<file path="src/rtl/phase_rot_scheduler.sv">
// Round-robin scheduler sharing one 0..3-step right rotator among NREQ requesters; a rotation
// of any length is applied as a sequence of <=3-bit steps, one per clock.
module phase_rot_scheduler #(
  parameter int unsigned BITSTREAM = 64,
  parameter int unsigned NREQ      = 4,
  localparam int unsigned SHW      = $clog2(BITSTREAM),
  localparam int unsigned IDW      = $clog2(NREQ)
) (
  input  logic                      clk,
  input  logic                      rst,
  input  logic [NREQ-1:0]           req_valid,
  output logic [NREQ-1:0]           req_ready,
  input  logic [NREQ*BITSTREAM-1:0] req_bits,
  input  logic [NREQ*SHW-1:0]       req_shift,
  output logic                      rsp_valid,
  input  logic                      rsp_ready,
  output logic [BITSTREAM-1:0]      rsp_bits,
  output logic [IDW-1:0]            rsp_id,
  output logic                      busy
);

  localparam int unsigned SumW = IDW + 1;

  typedef enum logic [1:0] {StIdle, StRotate, StDone} state_e;

  state_e               state_q;
  logic [IDW-1:0]       rr_ptr_q;
  logic [IDW-1:0]       id_q;
  logic [BITSTREAM-1:0] data_q;
  logic [SHW-1:0]       rem_q, rem_d;
  logic                 rsp_valid_q;
  logic                 busy_q;

  logic                 grant_vld;
  logic [IDW-1:0]       grant_idx;
  logic [BITSTREAM-1:0] sel_bits;
  logic [SHW-1:0]       sel_shift;
  logic [1:0]           rot_k;
  logic [BITSTREAM-1:0] rot_out;
  logic [IDW-1:0]       next_ptr;

  // Round-robin scan starting at rr_ptr_q, wrapping modulo NREQ (NREQ need not be a power of two).
  always_comb begin
    logic [SumW-1:0] sum;
    logic [IDW-1:0]  idx;
    grant_vld = 1'b0;
    grant_idx = '0;
    sum       = '0;
    idx       = '0;
    for (int unsigned off = 0; off < NREQ; off++) begin
      sum = {1'b0, rr_ptr_q} + SumW'(off);
      if (sum >= SumW'(NREQ)) begin
        sum = sum - SumW'(NREQ);
      end
      idx = sum[IDW-1:0];
      if (!grant_vld && req_valid[idx]) begin
        grant_vld = 1'b1;
        grant_idx = idx;
      end
    end
  end

  always_comb begin
    req_ready = '0;
    if (state_q == StIdle && grant_vld && !rst) begin
      req_ready[grant_idx] = 1'b1;
    end
  end

  assign sel_bits  = req_bits[grant_idx*BITSTREAM +: BITSTREAM];
  assign sel_shift = req_shift[grant_idx*SHW +: SHW];

  // Shared PHASE_2b rotator: right-rotate data_q by k in 0..3.
  assign rot_k = (rem_q >= SHW'(3)) ? 2'd3 : rem_q[1:0];
  assign rem_d = rem_q - SHW'(rot_k);

  always_comb begin
    unique case (rot_k)
      2'd0:    rot_out = data_q;
      2'd1:    rot_out = {data_q[0],   data_q[BITSTREAM-1:1]};
      2'd2:    rot_out = {data_q[1:0], data_q[BITSTREAM-1:2]};
      default: rot_out = {data_q[2:0], data_q[BITSTREAM-1:3]};
    endcase
  end

  assign next_ptr = (id_q == IDW'(NREQ - 1)) ? '0 : id_q + 1'b1;

  always_ff @(posedge clk) begin
    if (rst) begin
      state_q     <= StIdle;
      rr_ptr_q    <= '0;
      id_q        <= '0;
      data_q      <= '0;
      rem_q       <= '0;
      rsp_valid_q <= 1'b0;
      busy_q      <= 1'b0;
    end else begin
      case (state_q)
        StIdle: begin
          if (grant_vld) begin
            data_q <= sel_bits;
            rem_q  <= sel_shift;
            id_q   <= grant_idx;
            busy_q <= 1'b1;
            if (sel_shift == '0) begin
              state_q     <= StDone;
              rsp_valid_q <= 1'b1;
            end else begin
              state_q <= StRotate;
            end
          end
        end
        StRotate: begin
          data_q <= rot_out;
          rem_q  <= rem_d;
          if (rem_d == '0) begin
            state_q     <= StDone;
            rsp_valid_q <= 1'b1;
          end
        end
        StDone: begin
          if (rsp_ready) begin
            state_q     <= StIdle;
            rsp_valid_q <= 1'b0;
            busy_q      <= 1'b0;
            rr_ptr_q    <= next_ptr;
          end
        end
        default: begin
          state_q     <= StIdle;
          rsp_valid_q <= 1'b0;
          busy_q      <= 1'b0;
        end
      endcase
    end
  end

  assign rsp_valid = rsp_valid_q;
  assign rsp_bits  = data_q;
  assign rsp_id    = id_q;
  assign busy      = busy_q;

  a_ready_onehot: assert property (@(posedge clk) disable iff (rst) $onehot0(req_ready));

  // A stalled response must not move until the consumer takes it.
  a_rsp_stable: assert property (@(posedge clk) disable iff (rst)
    rsp_valid && !rsp_ready |=> rsp_valid && $stable(rsp_bits) && $stable(rsp_id));

endmodule

</file>
<file path="config.mk">
export PLATFORM = sky130hd
export DESIGN_NAME = phase_rot_scheduler
export DESIGN_NICKNAME = d
export VERILOG_FILES = /design/src/rtl/phase_rot_scheduler.sv
export SDC_FILE = /design/constraint.sdc
export NUM_CORES = 1
export LEC_CHECK = 0
export ABC_AREA = 1
export CORE_MARGIN = 5
export CORE_UTILIZATION = 38
export CTS_CLUSTER_SIZE = 40
export DETAILED_ROUTE_END_ITERATION = 6
export PLACE_DENSITY = 0.85
export SYNTH_ARGS = -nofsm -noshare
export SYNTH_HDL_FRONTEND = slang
export SYNTH_SLANG_ARGS = --single-unit
</file>
<file path="constraint.sdc">
create_clock -name clk -period 2.3 [get_ports clk]
set_input_delay 0.23 -clock clk [delete_from_list [all_inputs] [get_ports clk]]
set_output_delay 0.23 -clock clk [all_outputs]
set_load 0.005 [all_outputs]
</file>
==> results.py <==
metrics = {
    "setup_path": {
        "path_class": "flip-flop to flip-flop",
        "crit_chain": "buf_12 > inv_8 > nand2_2 > nand3_1 > nand2_2 > nand2_2 > nand2_1 > nand2_2 > nand3_4 > clkbuf_16 > nand2_1 > nand2_1 > nand2_2 > nand2_2 > nor2_2 > nand3_1 > nand2_1 > nand2_1 > nand3_1 > nand2_1",
        "cp-end-kind": "flip-flop",
        "crit_fanout": 9,
        "crit_family": "simple AND/OR/NAND/NOR gates",
        "critical_path_required_ps": 2520,
        "cp_slowest_cell": "dfxtp_4",
        "cp.arrival_ps": 2700,
        "critPathBufInv": 3,
        "critPathLaunchType": "flip-flop",
        "cp_slowest_stage_delay_ps": 360,
    },
    "finish": {
        "area_growth_pct": 73.84,
        "nets": 1886,
        "final_core_util_pct": 66.66,
        "diodes": 0,
        "seq_area_sq_um": 1567,
        "final_cells": 1832,
        "layout-drive-gt1-share_pct": 14.46,
        "fill_cells": 1551,
        "multi_input_area_sq_um": 4991,
    },
    "clocking": {
        "clockRootBuffer": "clkbuf_16",
        "htree_levels": 3,
        "path_clk_slew_ps": 60,
        "clk_path_buf_depth": 2,
        "cts.sinks": 78,
        "numCtsBuffers": 9,
        "clkLatencyLatePin_ps": 340,
        "cts_tree": "done",
    },
    "sta": {
        "max_freq_mhz": 403.7,
        "slew_headroom_pct": 46.58,
        "finalSetupViolCount": 40,
        "timing.final.ws_setup_ps": -177.2,
        "rsz0062_at_grt": "yes",
        "timing.final.crit_period_ps": 2477,
        "slew_viol_final": 0,
        "worst_slew_pin_slew_ps": 801.4,
        "fin_skew_ps": 9.285,
        "period_share_pct": 107.7,
        "finalHoldViolCount": 0,
    },
    "route": {
        "num_vias": 10340,
        "drtIter0Drc": 594,
        "drcViolationCount": 0,
        "ant_nets": 0,
        "avgRoutedWirePerCell_um": 17.75,
        "first_pass_iters": 7,
        "routed_wl_mm": 32.52,
        "vias_per_cell": 5.646,
    },
    "logic_synthesis": {
        "synthCells": 1237,
        "synthArstFlopShare_pct": 0,
        "synth.distinct_cells": 32,
        "synth_area_leaders": "dfxtp_1, nand2_1, a21oi_1",
        "ys_ff_latch": 78,
        "yosysSeqAreaShare_pct": 21.84,
        "synth_area_sq_um": 7149,
        "syn_avg_cell_area_sq_um": 5.780,
        "synth_top_area_cell": "dfxtp_1",
        "yosys_warnings": 0,
        "synth-main-ff-cell": "dfxtp_1",
        "synth_top_cell_area_share_pct": 21.84,
        "synth_edf_count": 0,
        "synth_nets": 1529,
    },
    "worst_hold_path": {
        "hp-class": "flip-flop to flip-flop",
    },
    "grt": {
        "grt_pass1_wl_mm": 43.90,
        "grt-ovfl-total": 0,
        "grtUsageTotal_pct": 23.77,
        "grt_pass1_vias": 9125,
        "grt_antenna_before_repair": 0,
        "grt_start_max_net_pins": 79,
    },
    "pwr": {
        "vdd_drop_max_uv": 939.4,
        "p_leak_nw": 4.887,
        "powerDensity_nw_per_um2": 1369,
    },
    "outcome": {
        "status": "finished with violations",
        "violations": "setup timing",
    },
    "placement": {
        "dp_hpwl_mm": 21.23,
        "portBuffers": 358,
        "place_inst": 1777,
        "place_congestion": 0.8335,
    },
    "die": {
        "die_area_sq_um": 21660,
        "initial_core_util_pct": 38.35,
        "core-area_sq_um": 18640,
        "fp.dieW_um": 147.2,
        "placementRows": 50,
        "num_io_pins": 359,
        "die_h_um": 147.2,
    },
    "run": {
        "max-cap-violations": 0,
    },
}
-- path summary, 6_finish.rpt --
check	startpoint	endpoint	slack [ps]	depth (start not counted)
max reg2reg	rr_ptr_q[0]	rsp_valid	-180	20
min	rsp_bits[42]	rsp_bits[42]	540	2
min reg2reg	rsp_bits[42]	rsp_bits[42]	540	2
max	rr_ptr_q[0]	rsp_valid	-180	20
-- layout make-up --
type	instances	area share, %
clock buffer	11	1.953
clock inverter	4	0.3826
inverter	88	2.839
multi-input combinational	960	40.16
sequential	78	12.60
tap	234	2.356
timing repair buffer	457	39.71
-- what timing repair did --
action / in CTS / in global routing
setup endpoints to repair: 10 / 74
resized for setup: 17 / 150
cloned: 0 / 16
buffers inserted: 2 / 24
hold endpoints to repair: 0 / 0
hold buffers: 0 / 0
pin swaps: 2 / 49
-- placed cells by master (no fill, tap or decap), types with 4 or more instances in the layout --
| master | synthesis | layout |
|---|---|---|
| o21ai_2 | 0 | 9 |
| nand4_1 | 12 | 12 |
| buf_6 | 15 | 15 |
| inv_1 | 78 | 75 |
| buf_8 | 0 | 5 |
| a21oi_1 | 198 | 159 |
| a21oi_2 | 0 | 36 |
| nand2_2 | 7 | 29 |
| dfxtp_1 | 78 | 76 |
| o22ai_1 | 64 | 64 |
| nand2_1 | 356 | 332 |
| buf_12 | 0 | 21 |
| clkbuf_16 | 0 | 22 |
| o21ai_0 | 129 | 104 |
| ha_1 | 5 | 4 |
| buf_4 | 10 | 43 |
| a31oi_1 | 66 | 66 |
| nand3_2 | 1 | 5 |
| nor3_2 | 0 | 4 |
| nand3_1 | 12 | 8 |
| o21ai_1 | 73 | 89 |
| nor2_1 | 16 | 13 |
| inv_2 | 8 | 8 |
| clkdlybuf4s50_1 | 0 | 354 |
-- sequential cells by signal, indices dropped and copies added (netlist names) --
| register | flops |
|---|---|
| busy | 1 |
| rem_q | 6 |
| rr_ptr_q | 2 |
| rsp_bits | 64 |
| rsp_id | 2 |
| rsp_valid | 1 |
| state_q | 2 |
-- metrics by stage --
step           power, mW  hold WS, ps  cell area [sq um]  setup TNS (ps)  worst slack (ps)
2_1_floorplan      9.416        299.4               7152               0             32.42
3_3_place_gp       13.02        468.0              11110           -5162            -169.0
3_5_place_dp       13.25        480.3              11110          -12060            -245.9
4_1_cts            14.80        488.7              11450          -25.46            -16.46
5_1_grt            18.26        566.4              12430          -12210            -399.7
6_report           17.01        538.4              12430           -2380            -177.2
-- cells in the mapped netlist, types with 8 or more instances --
cell / n
nand4_1: 12
clkbuf_1: 44
nor2_1: 16
o21ai_0: 129
a21oi_1: 198
inv_1: 78
nand3_1: 12
o22ai_1: 64
o21ai_1: 73
buf_2: 36
buf_6: 15
dfxtp_1: 78
buf_4: 10
nand2_1: 356
a31oi_1: 66
inv_2: 8
-- worst min-delay path: stages (launching register included) --
cell and delay (ps):
dfxtp_1 320, o21ai_1 120, a31oi_1 50
-- report_power, final --
part           leakage [nW]  switching, mW  internal, mW
clock                 0.141          0.586         0.862
sequential            0.648          0.417          1.90
combinational          4.10           7.49          5.75
-- routing by layer --
metal / GRT usage (%) / wire (um) / vias up
li1: - / - / 4987
met1: 28.60 / 12220 / 4742
met2: 43.09 / 16320 / 548
met3: 4.812 / 3083 / 66
met4: 6.244 / 892 / 0
met5: 0 / 0 / -
-- cells by family after synthesis --
group | Yosys count | synth area share, %
AO/OA/AOI/OAI | 533 | 39.73
XOR/XNOR | 3 | 0.3676
adder cells (fa/ha/maj) | 5 | 0.8750
buffers and inverters | 199 | 13.25
flip-flops | 78 | 21.84
AND/OR/NAND/NOR | 419 | 23.94
(Power assumes the default switching activity.)
